## config.mk

```make
export PLATFORM = sky130hd
export DESIGN_NAME = reg_dump_streamer
export DESIGN_NICKNAME = d
export VERILOG_FILES = /design/src/rtl/reg_dump_streamer.sv
export SDC_FILE = /design/constraint.sdc
export NUM_CORES = 1
export LEC_CHECK = 0
export ABC_AREA = 1
export BUFFER_PORTS_ARGS = -buffer_cell sky130_fd_sc_hd__clkbuf_2
export CORE_MARGIN = 4
export CORE_UTILIZATION = 55
export DETAILED_ROUTE_END_ITERATION = 8
export GPL_TIMING_DRIVEN = 0
export PLACE_DENSITY_LB_ADDON = 0.2
export RECOVER_POWER = 25
export SYNTH_ARGS = -nofsm -noshare
export SYNTH_HDL_FRONTEND = slang
export SYNTH_SLANG_ARGS = --single-unit
```

## constraint.sdc

```tcl
create_clock -name clk -period 4.7 [get_ports clk]
set_input_delay 1.41 -clock clk [delete_from_list [all_inputs] [get_ports clk]]
set_output_delay 1.41 -clock clk [all_outputs]
set_load 0.01 [all_outputs]
```

## src/rtl/reg_dump_streamer.sv

```systemverilog
`default_nettype none
// ============================================================================
// Module   : reg_dump_streamer
// Purpose  : Walks a 2^ADDR_WIDTH-entry register file two words per fetch and
//            streams the contents in ascending address order over valid/ready.
// Revision : 1.0 - initial release
// ============================================================================
module reg_dump_streamer #(
    parameter int DATA_WIDTH = 32,
    parameter int ADDR_WIDTH = 4
) (
    input  logic                  clk,
    input  logic                  reset_n,
    input  logic                  start,
    output logic                  busy,
    output logic                  done,
    output logic [ADDR_WIDTH-1:0] read_addr1,
    output logic [ADDR_WIDTH-1:0] read_addr2,
    input  logic [DATA_WIDTH-1:0] read_data1,
    input  logic [DATA_WIDTH-1:0] read_data2,
    output logic                  out_valid,
    input  logic                  out_ready,
    output logic [DATA_WIDTH-1:0] out_data,
    output logic [ADDR_WIDTH-1:0] out_addr,
    output logic                  out_last
);

    typedef enum logic [0:0] {
        S_IDLE   = 1'b0,
        S_STREAM = 1'b1
    } state_t;

    localparam logic [ADDR_WIDTH-1:0] C_TWO = ADDR_WIDTH'(2);
    localparam logic [ADDR_WIDTH-1:0] C_ONE = ADDR_WIDTH'(1);

    state_t                r_state, w_state_nxt;
    logic [ADDR_WIDTH-1:0] r_base, w_base_nxt, w_base_inc;
    logic [DATA_WIDTH-1:0] r_slot0, r_slot1, w_slot0_nxt, w_slot1_nxt;
    logic                  r_head, w_head_nxt;
    logic [1:0]            r_count, w_count_nxt;
    logic                  r_fetched_all, w_fetched_all_nxt;
    logic                  r_done, w_done_nxt;
    logic                  w_valid, w_hs, w_last;
    logic [ADDR_WIDTH-1:0] w_word_addr;

    assign w_base_inc  = r_base + C_TWO;
    assign w_valid     = (r_state == S_STREAM) && (r_count != 2'd0);
    // The buffered pair was fetched from the even address two below base.
    assign w_word_addr = (r_base - C_TWO) | ADDR_WIDTH'(r_head);
    assign w_last      = w_valid && (w_word_addr == '1);
    assign w_hs        = w_valid && out_ready;

    assign read_addr1 = r_base;
    assign read_addr2 = r_base | C_ONE;
    assign busy       = (r_state == S_STREAM);
    assign done       = r_done;
    assign out_valid  = w_valid;
    assign out_data   = w_valid ? (r_head ? r_slot1 : r_slot0) : '0;
    assign out_addr   = w_valid ? w_word_addr : '0;
    assign out_last   = w_last;

    always_comb begin
        w_state_nxt       = r_state;
        w_base_nxt        = r_base;
        w_slot0_nxt       = r_slot0;
        w_slot1_nxt       = r_slot1;
        w_head_nxt        = r_head;
        w_count_nxt       = r_count;
        w_fetched_all_nxt = r_fetched_all;
        w_done_nxt        = 1'b0;
        case (r_state)
            S_IDLE: begin
                w_base_nxt        = '0;
                w_count_nxt       = 2'd0;
                w_fetched_all_nxt = 1'b0;
                if (start) begin
                    w_slot0_nxt       = read_data1;
                    w_slot1_nxt       = read_data2;
                    w_count_nxt       = 2'd2;
                    w_head_nxt        = 1'b0;
                    w_base_nxt        = w_base_inc;
                    w_fetched_all_nxt = (w_base_inc == '0);
                    w_state_nxt       = S_STREAM;
                end
            end
            S_STREAM: begin
                if (w_hs) begin
                    if (w_last) begin
                        w_state_nxt       = S_IDLE;
                        w_done_nxt        = 1'b1;
                        w_count_nxt       = 2'd0;
                        w_head_nxt        = 1'b0;
                        w_base_nxt        = '0;
                        w_fetched_all_nxt = 1'b0;
                    end else if ((r_count == 2'd1) && !r_fetched_all) begin
                        // Refill on the same edge as the odd word leaves.
                        w_slot0_nxt       = read_data1;
                        w_slot1_nxt       = read_data2;
                        w_count_nxt       = 2'd2;
                        w_head_nxt        = 1'b0;
                        w_base_nxt        = w_base_inc;
                        w_fetched_all_nxt = (w_base_inc == '0);
                    end else begin
                        w_head_nxt  = ~r_head;
                        w_count_nxt = r_count - 2'd1;
                    end
                end
            end
            default: w_state_nxt = S_IDLE;
        endcase
    end

    always_ff @(posedge clk or negedge reset_n) begin
        if (!reset_n) begin
            r_state       <= S_IDLE;
            r_base        <= '0;
            r_slot0       <= '0;
            r_slot1       <= '0;
            r_head        <= 1'b0;
            r_count       <= 2'd0;
            r_fetched_all <= 1'b0;
            r_done        <= 1'b0;
        end else begin
            r_state       <= w_state_nxt;
            r_base        <= w_base_nxt;
            r_slot0       <= w_slot0_nxt;
            r_slot1       <= w_slot1_nxt;
            r_head        <= w_head_nxt;
            r_count       <= w_count_nxt;
            r_fetched_all <= w_fetched_all_nxt;
            r_done        <= w_done_nxt;
        end
    end

endmodule
`default_nettype wire

```

==> flow_results.org <==
** Final layout
- Total number of nets in the final design :: 665
- Synth-to-Final Area Change :: 25.4%
- Share of layout cells above drive strength 1 :: 26.4%
- Number of inserted diodes :: 0

** Timing
- Setup violations remaining at the end of the flow were counted as 0.
- Number of hold violations in the final report :: 0
- The worst path meets setup with between 1 and 1.5 ns of slack.
- For the final routed database, the setup TNS stands at 0 ns.
- Worst Max-Slew Pin Slew :: 1.76 ns
- Derived from the worst setup path, the maximum achievable clock frequency is 279 MHz.
- The max-slew violation count came to 32.
- Clock period minus worst slack :: 3.58 ns
- Unrepaired setup endpoints after global routing :: false
- Slew Limit Headroom :: -17.7%
- The worst path uses 76.2% of the clock period.
- Between clock sinks in the finished design, the worst skew comes to 0.00871 ns.

** Critical path
- Setup slack of the worst register-to-register path :: 2.71 ns
- For the worst setup path, the data required time is 3.29 ns.
- STA classifies the critical path endpoint as an output port.
- The critical path is of the register to output port type.
- For the worst setup path, the data arrival time is 2.17 ns.
- STA classifies the critical path startpoint as a register.
- In this run the worst path has a maximum fanout of 10.
- Measured in cells, the most critical reg-to-reg path has a length of 7.

** Yosys
- Leading cell type by number of instances after synthesis :: sky130_fd_sc_hd__nand2_1
- Syn Inst Count :: approximately 470
- When the netlist entered floorplanning its net count stood at 540.
- Synth async-reset ratio :: 100%
- Synthesis Warnings :: 0
- Top cells by count, synth :: sky130_fd_sc_hd__nand2_1, sky130_fd_sc_hd__dfrtp_1, sky130_fd_sc_hd__nand3_1
- The synthesized design spends more area on one cell type than any other, namely sky130_fd_sc_hd__dfrtp_1.
- Most instantiated flip-flop cell in the synthesis netlist :: sky130_fd_sc_hd__dfrtp_1
- Synth unique cells :: 23
- Sequential share of the synthesized area :: ~50%
- In this run, synthesis produced a sequential element count of 73.
- Cell area after technology mapping :: 0.00362 sq mm
- EDFF count, synth :: 0
- After synthesis, the largest area contributor takes up 50.5% of total cell area.
- By area the synthesized netlist is led by sky130_fd_sc_hd__dfrtp_1, sky130_fd_sc_hd__nand2_1, sky130_fd_sc_hd__nand3_1.
- Dividing the synthesized area by the synthesized cell count gives 7.73 sq um.

** Global routing
- Global Route met1 Usage :: 35.1%
- Busiest layer in global routing :: met2
- For this run the aggregate overflow at the end of global routing stands at 0.
- For this run, global-route usage on met3 was measured as between 3 and 4%.
- First-pass GRT wire length :: 15.6 mm
- Initial antenna violation count :: 0
- Global router's overall resource usage :: 25.5%
- Pin count of the biggest net entering global routing :: 43
- Met2 track utilization from global routing :: between 40% and 50%
- Vias in the first global route :: 3,413

** Worst hold path
- Counting instances, the worst hold path has a depth of 2.
- The worst hold path belongs to the class register to register.

** Die
- Total core area :: 0.00639 sq mm
- # IOs :: 116
- Die boundary width :: 89.1 microns
- Row generation in the floorplan step produced 29 rows.
- The die is about 90 microns tall.
- The die covers between 0.007 and 0.008 sq mm.
- The initial utilization of the core area, before any placement, comes to between 50% and 60%.

** Drt
- Average wire per standard cell :: 14.1 microns
- 1st-iter DRT viols :: 195
- For this run, the detailed router's first-pass iteration total came to 4.
- In the routed design, unresolved DRC markers number 0.
- Mean number of vias per cell :: 5.27
- The detail route stage leaves a number of antenna-violating nets equal to 0.
- Via count :: 3,557
- Summed over all layers, the routed wires come to ~9.5 mm.

** Clock network
- Later-pin clock latency in the skew report :: 0.34 ns
- Sink count of the clock tree :: 73
- TritonCTS built the clock tree.
- Number of instances resized during post-cts repair :: 0
- In this run, post-CTS hold repair placed 0 buffers.
- Deepest level of the CTS H-tree :: 3
- The tree is rooted in a sky130_fd_sc_hd__clkbuf_8.
- Clock slew seen by the registers of the worst setup and hold paths :: 0.07 ns
- The longest clock path from root to sink contains 2 buffers.
- Postcts setup bufs :: 0
- In this run, CTS created clock tree buffers numbering 9.

** Run status
- The final reports fail on max-capacitance violations, max-slew violations.
- Run status :: finished with violations

** Run
- Number of violations of the max-capacitance limit :: 1

** Power and ir drop
- Static leakage power :: 0.00258 uW
- VDD sags by at most 0.423 mV.
- For this design the ratio of total power to cell area is 657 mW/mm^2.

** Place
- In this run the tool buffered the top-level ports with 113 buffer cells.
- At the placement stage, the worst setup path has a slack of 1.49 ns.
- The wire-length estimate of the detail-placed layout is ~6.9 mm.
- Final weighted congestion in routability-driven placement :: approximately 0.83
==> cells in the final DEF, fill, tap and decap left out, drive strengths merged, types with 2 or more instances in the layout <==
cell type	n
nand2	218
clkbuf	137
nor2	5
dfrtp	73
ha	4
o21ai	2
inv	16
conb	2
buf	26
bufinv	2
a21oi	33
clkinv	2
nand3	74
==> logic make-up (layout without fill, tap and decap cells) <==
kind of cell	Yosys count	in the layout	synth area share, %
AND/OR/NAND/NOR	299	299	34.6
flip-flops	73	73	50.5
buffers and inverters	53	183	8.06
AO/OA/AOI/OAI	36	36	5.05
adder cells (fa/ha/maj)	4	4	1.38
other	2	2	0.208
XOR/XNOR	1	1	0.242
==> layout make-up <==
class                   instances  area, sq um
well taps                      77         96.3
inverters                      16         60.1
flip-flops and latches         73         1830
clock buffers                  12          165
fillers                       537         1850
plain buffers                  37          231
clock inverters                 4         73.8
repair buffers                114          584
multi-input cells             342         1500
==> per-stage QoR <==
stage	hold WS, ns	cells	total power [uW]	utilization (%)	area [sq um]
4_1_cts	0.476	675	2990	71.1	4540
3_3_place_gp	0.453	658	2370	67.0	4280
3_5_place_dp	0.459	659	2420	67.4	4300
2_1_floorplan	0.442	468	1940	-	3620
5_1_grt	0.494	675	3230	71.1	4540
6_report	0.473	675	2980	71.1	4540
==> per-layer routing <==
metal | wire (microns) | vias to the layer above | part of all wire (%)
li1 | - | 1725 | -
met1 | 4210 | 1675 | 44
met2 | 4520 | 135 | 47
met3 | 595 | 22 | 6.3
met4 | 188 | 0 | 2.0
met5 | 0 | - | 0
==> state kept, by name, indices dropped and copies added (netlist names) <==
| register | flops |
|---|---|
| busy | 1 |
| done | 1 |
| r_count | 2 |
| r_fetched_all | 1 |
| r_head | 1 |
| r_slot0 | 32 |
| r_slot1 | 32 |
| read_addr1 | 3 |
==> report_power, final <==
part           switching [uW]  leakage [uW]  internal (uW)
clock                     228      0.000123            343
combinational             846       0.00154            506
sequential                156      0.000916            903
==> final timing paths <==
path	startpoint	endpoint
worst min register to register	r_slot0[13]$_DFFE_PN0P_	r_slot0[13]$_DFFE_PN0P_
worst max register to register	read_addr1[1]$_DFFE_PN0P_	r_slot0[5]$_DFFE_PN0P_
min in group asynchronous	reset_n	r_slot0[9]$_DFFE_PN0P_
worst min-delay path	r_slot0[13]$_DFFE_PN0P_	r_slot0[13]$_DFFE_PN0P_
worst max-delay path	read_addr1[1]$_DFFE_PN0P_	out_last
max in group asynchronous	reset_n	r_slot0[28]$_DFFE_PN0P_
==> critical path, cell delays in order (launching register included) <==
cell                       delay [ns]
sky130_fd_sc_hd__dfrtp_1         0.45
sky130_fd_sc_hd__inv_1           0.10
sky130_fd_sc_hd__ha_1            0.36
sky130_fd_sc_hd__nor2_1          0.09
sky130_fd_sc_hd__nand3_4         0.14
sky130_fd_sc_hd__clkbuf_1        0.48
sky130_fd_sc_hd__inv_1           0.08
sky130_fd_sc_hd__clkbuf_2        0.14
Note: power is estimated with default switching activity, not from simulation.
